--- src/rtl/core_mul_ctrl.sv ---
// Sequencer between the core control unit and the iterative core_mul datapath:
// issues one multiply, waits for the product, writes it back and updates N/Z.
module core_mul_ctrl #(
   parameter int W       = 32,
   parameter int MAX_CYC = 40
) (
   input  logic         clk,
   input  logic         rst,
   input  logic         req_valid,
   output logic         req_ready,
   input  logic [2:0]   req_op,
   input  logic         req_s,
   input  logic [W-1:0] req_rm,
   input  logic [W-1:0] req_rs,
   input  logic [W-1:0] req_acc_hi,
   input  logic [W-1:0] req_acc_lo,
   input  logic [3:0]   req_rd_lo,
   input  logic [3:0]   req_rd_hi,
   input  logic         flush,
   output logic         mul_start,
   output logic [W-1:0] mul_a,
   output logic [W-1:0] mul_b,
   output logic [W-1:0] mul_c_hi,
   output logic [W-1:0] mul_c_lo,
   output logic         mul_c_size,
   output logic         mul_add,
   output logic         mul_sig,
   output logic         mul_q_size,
   input  logic         mul_rdy,
   input  logic [W-1:0] mul_q_hi,
   input  logic [W-1:0] mul_q_lo,
   output logic         wr_en,
   input  logic         wr_ready,
   output logic [3:0]   wr_reg,
   output logic [W-1:0] wr_value,
   output logic         flags_we,
   output logic         flag_n,
   output logic         flag_z,
   output logic         busy,
   output logic         err
);

   typedef enum logic [2:0] {
      IDLE, ISSUE, WAIT, WB_LO, WB_HI, DRAIN
   } state_t;

   localparam int CW = $clog2(MAX_CYC);

   state_t         state, state_nx;
   logic [CW-1:0]  cnt;
   logic           long_q, s_q;
   logic [3:0]     rd_lo_q, rd_hi_q;
   logic [W-1:0]   q_hi_q, q_lo_q;
   logic           accept, legal, timeout, err_nx;

   assign req_ready = (state == IDLE) & ~flush;
   assign accept    = req_valid & req_ready;
   assign legal     = (req_op[2:1] != 2'b01);
   assign busy      = (state != IDLE);
   // cnt is 0 on the first WAIT cycle, so this is MAX_CYC-1 cycles after start
   assign timeout   = (cnt == CW'(MAX_CYC - 2));

   assign flag_n = flags_we & (long_q ? q_hi_q[W-1] : q_lo_q[W-1]);
   assign flag_z = flags_we & (long_q ? ~|{q_hi_q, q_lo_q} : ~|q_lo_q);

   always_comb begin
      state_nx  = state;
      mul_start = 1'b0;
      wr_en     = 1'b0;
      wr_reg    = '0;
      wr_value  = '0;
      flags_we  = 1'b0;
      err_nx    = 1'b0;
      unique case (state)
         IDLE: begin
            if (accept) begin
               if (legal) state_nx = ISSUE;
               else       err_nx   = 1'b1;
            end
         end
         ISSUE: begin
            mul_start = 1'b1;
            state_nx  = flush ? DRAIN : WAIT;
         end
         WAIT: begin
            if (mul_rdy) begin
               state_nx = flush ? IDLE : WB_LO;
            end else if (timeout) begin
               state_nx = IDLE;
               err_nx   = 1'b1;
            end else if (flush) begin
               state_nx = DRAIN;
            end
         end
         WB_LO: begin
            wr_reg   = rd_lo_q;
            wr_value = q_lo_q;
            if (flush) begin
               state_nx = IDLE;
            end else begin
               wr_en = 1'b1;
               if (wr_ready) begin
                  state_nx = long_q ? WB_HI : IDLE;
                  flags_we = s_q & ~long_q;
               end
            end
         end
         WB_HI: begin
            wr_reg   = rd_hi_q;
            wr_value = q_hi_q;
            if (flush) begin
               state_nx = IDLE;
            end else begin
               wr_en = 1'b1;
               if (wr_ready) begin
                  state_nx = IDLE;
                  flags_we = s_q;
               end
            end
         end
         DRAIN: begin
            if (mul_rdy) begin
               state_nx = IDLE;
            end else if (timeout) begin
               state_nx = IDLE;
               err_nx   = 1'b1;
            end
         end
         default: state_nx = IDLE;
      endcase
   end

   always_ff @(posedge clk or posedge rst) begin
      if (rst) begin
         state      <= IDLE;
         err        <= 1'b0;
         cnt        <= '0;
         mul_a      <= '0;
         mul_b      <= '0;
         mul_c_hi   <= '0;
         mul_c_lo   <= '0;
         mul_c_size <= 1'b0;
         mul_q_size <= 1'b0;
         mul_add    <= 1'b0;
         mul_sig    <= 1'b0;
         long_q     <= 1'b0;
         s_q        <= 1'b0;
         rd_lo_q    <= '0;
         rd_hi_q    <= '0;
         q_hi_q     <= '0;
         q_lo_q     <= '0;
      end else begin
         state <= state_nx;
         err   <= err_nx;
         if (accept) begin
            mul_a      <= req_rm;
            mul_b      <= req_rs;
            mul_c_hi   <= req_op[2] ? req_acc_hi : '0;
            mul_c_lo   <= req_acc_lo;
            mul_c_size <= req_op[2];
            mul_q_size <= req_op[2];
            mul_add    <= req_op[0];
            mul_sig    <= req_op[2] & req_op[1];
            long_q     <= req_op[2];
            s_q        <= req_s;
            rd_lo_q    <= req_rd_lo;
            rd_hi_q    <= req_rd_hi;
         end
         if (state == ISSUE)
            cnt <= '0;
         else if (state == WAIT || state == DRAIN)
            cnt <= cnt + CW'(1);
         if (state == WAIT && mul_rdy) begin
            q_hi_q <= mul_q_hi;
            q_lo_q <= mul_q_lo;
         end
      end
   end

endmodule

--- config.mk ---
export PLATFORM = sky130hd
export DESIGN_NAME = core_mul_ctrl
export DESIGN_NICKNAME = d
export VERILOG_FILES = /design/src/rtl/core_mul_ctrl.sv
export SDC_FILE = /design/constraint.sdc
export NUM_CORES = 1
export LEC_CHECK = 0
export CAP_MARGIN = 10
export CORE_ASPECT_RATIO = 2
export CORE_UTILIZATION = 35
export CTS_CLUSTER_DIAMETER = 120
export DETAILED_ROUTE_END_ITERATION = 12
export HOLD_SLACK_MARGIN = 0.12
export PLACE_DENSITY = 0.68
export SKIP_CTS_REPAIR_TIMING = 1
export SLEW_MARGIN = 10
export SYNTH_ARGS = -nofsm -noshare
export SYNTH_HDL_FRONTEND = slang
export SYNTH_SLANG_ARGS = --single-unit
--- constraint.sdc ---
create_clock -name clk -period 9.1 [get_ports clk]
set_clock_uncertainty 0.2 [all_clocks]
set_input_delay 1.365 -clock clk [delete_from_list [all_inputs] [get_ports clk]]
set_output_delay 1.365 -clock clk [all_outputs]
set_load 0.02 [all_outputs]
==> key figures <==
Clock tree
  • Worst-path clk slew: 60 ps
  • Number of CTS-inserted buffers: 21
  • Clk buf depth: 3
  • CTS tree: done
  • Clk_lat worst skew: 510 ps
  • Clk sinks: 214
  • H-tree Lvls: 1
  • CTS root buffer: clkbuf_16

Synth
  • Synth Area per Inst: 13.54 µm²
  • Post-Synthesis Cells: 658
  • Netlist Area Pre-Place: 8911 µm²
  • Seq cells post-synth: 214
  • Synth cell types: 39
  • Synth Flop Type: dfrtp_1
  • Net Count, Synth: 870
  • FFs w/ async S/R, synth: 100.0%
  • Register area share after synthesis: 60.10%
  • Post-synth EDFFs: 0
  • Synth warnings: 0

Layout
  • Nets: 1,241
  • Commonest cells after routing, fill and taps aside: 385 x clkdlybuf4s50_1, 214 x dfrtp_1, 159 x mux2_2
  • Commonest non-fill, non-tap cell in the layout: clkdlybuf4s50_1
  • Area Overhead vs Synth: 53.30%
  • Share of cells above drive strength 1: 20.58%
  • Post-route cell area: 13,660 µm²

Critical path
  • Startpoint Class: input pin
  • Worst EP arrival: 3550 ps
  • Critical Path RT: 7540 ps
  • Max Fanout on Critical Path: 9
  • Type of the worst setup path: input pin to primary output
  • Crit. End Element: primary output

Die
  • Cell Rows: 82
  • Io pins: 386
  • Die area: 26,140 µm²
  • Core ar.: 25,030 µm²
  • Die Height: 227.7 µm
  • Initial core utilization: 35.60%
  • Die width: 114.8 µm

Routing
  • Via count: 6,729
  • DR iter-0 viols: 332
  • Detailed-router iteration count before antenna repair: 4
  • Remaining routing DRC violations: 0
  • DR WL/cell: 20.11 µm
  • Post-route ant nets: 0
  • Routed vias/inst: 4.880
  • Total Wirelength: 27,730 µm

STA
  • Period utilization: 56.21%
  • Max frequency: 0.1955 GHz
  • Unrepaired setup endpoints after global routing: false
  • Setup violators final: 0
  • Fin Setup TNS: 0 ps
  • Max-slew headroom: 31.56%
  • Worst-margin pin slew: 1027 ps
  • Post-layout min period: 5115 ps
  • Final Hold Fails: 0
  • Max Slew Vio Count: 0

Run
  • Max Cap Viol: 0

Power
  • Final Power: 0.004631 W
  • Leakage power: 5.726 nW
  • Power Dens Cells: 339.0 nW/µm²
  • Max VDD drop: 0.2324 mV

GRT
  • Global route overflow: 0
  • Initial antenna violation count: 3
  • GRT Total Usage: 20.56%
  • Global-route wire length before repair: 39,990 µm
  • Largest net degree at the start of global routing: 140
  • Vias in the first global route: 6,901

Placement
  • Cell Area, Placed: 13,010 µm²
  • Final Wtd Congestion: 0.8123
  • Port Buffer Count: 385
  • HPWL Detailed: 20,590 µm

Hold path
  • Worst hold path type: register to register

Run status
  • Status: finished clean
## area by class of cell
class / count / area [µm²]
antenna: 3 / 7.507
tap: 336 / 420.4
inverter: 5 / 26.28
clock inverter: 2 / 13.76
multi-input combinational: 397 / 3319
sequential: 214 / 5355
clock buffer: 32 / 626.9
fill: 2227 / 11370
timing repair buffer: 390 / 3891
## registers in the layout, indices dropped and copies added, names as in the netlist
name,cells
rd_hi_q,4
mul_c_hi,32
mul_sig,1
cnt,6
mul_add,1
mul_a,32
state,3
mul_b,32
mul_c_lo,32
rd_lo_q,4
q_lo_q,32
err,1
long_q,1
q_hi_q,32
s_q,1
## cell usage after synthesis (3+ instances only)
cell type / number / area, µm²
a211oi_1: 3 / 22.52
a21oi_1: 9 / 45.04
a22o_1: 36 / 315.3
a31oi_1: 3 / 18.77
buf_2: 10 / 50.05
buf_4: 7 / 52.55
buf_6: 5 / 56.30
clkbuf_1: 20 / 75.07
dfrtp_1: 214 / 5355
inv_1: 5 / 18.77
mux2_2: 159 / 1790
mux2_4: 13 / 195.2
nand2_1: 67 / 251.5
nand2b_1: 4 / 25.02
nand3b_1: 4 / 30.03
nand4_1: 5 / 31.28
nor2_1: 11 / 41.29
nor3_1: 3 / 15.01
nor4_1: 17 / 106.4
o21ai_0: 38 / 190.2
## power breakdown
part	internal [W]	leakage, nW	switching (W)
combinational	0.00111	2.79	0.000968
clock	0.000472	0.316	0.000361
sequential	0.00141	2.62	0.000312
total	0.00299	5.73	0.00164
## path summary, 6_finish.rpt
kind | to | slack, ps | from | cells after the start
setup reg to reg | mul_c_lo[27]$_DFFE_PP0P_ | 5800 | state[0]$_DFFE_PP0P_ | 4
max in group asynchronous | rd_lo_q[3]$_DFFE_PP0P_ | 5760 | rst | 3
hold / removal | mul_c_hi[3]$_DFFE_PP0P_ | 280 | mul_c_hi[3]$_DFFE_PP0P_ | 2
hold reg to reg | mul_c_hi[3]$_DFFE_PP0P_ | 280 | mul_c_hi[3]$_DFFE_PP0P_ | 2
setup / recovery | flag_z | 3980 | flush | 5
min in group asynchronous | mul_c_lo[16]$_DFFE_PP0P_ | 1200 | rst | 2
## per-stage QoR
| step | setup slack [ps] | util [%] | cells | hold slack (ps) |
|---|---|---|---|---|
| 6_report | 3985 | 54.57 | 1379 | 277.9 |
| 5_1_grt | 3747 | 54.57 | 1379 | 300.1 |
| 4_1_cts | 3946 | 54.54 | 1376 | 285.3 |
| 3_5_place_dp | 3976 | 51.98 | 1342 | 271.1 |
| 3_3_place_gp | 4013 | 51.98 | 1342 | 262.5 |
| 2_1_floorplan | 1684 | - | 658 | 279.1 |
## critical path, stage by stage
cell and delay [ps]:
clkdlybuf4s50_1 560, inv_1 240, nand4_1 280, nor4b_1 430, clkdlybuf4s50_1 670
## metal layers
layer  global-route usage, %  up-vias  part of all wire, %
met5                       0        -                    0
met1                   21.09     3298                   35
met2                   38.85      280                   54
met4                   8.253        0                  3.0
li1                        -     3108                    -
met3                   5.489       43                  8.0
## kinds of logic after synthesis
logic type | after synthesis | synth area share (%)
flops | 214 | 60.10
fa+ha+maj | 2 | 0.2808
mux | 173 | 22.40
compound gates | 95 | 7.189
simple gates | 123 | 6.810
buf+inv | 47 | 2.836
xor+xnor | 4 | 0.3932
(Power assumes the default switching activity.)
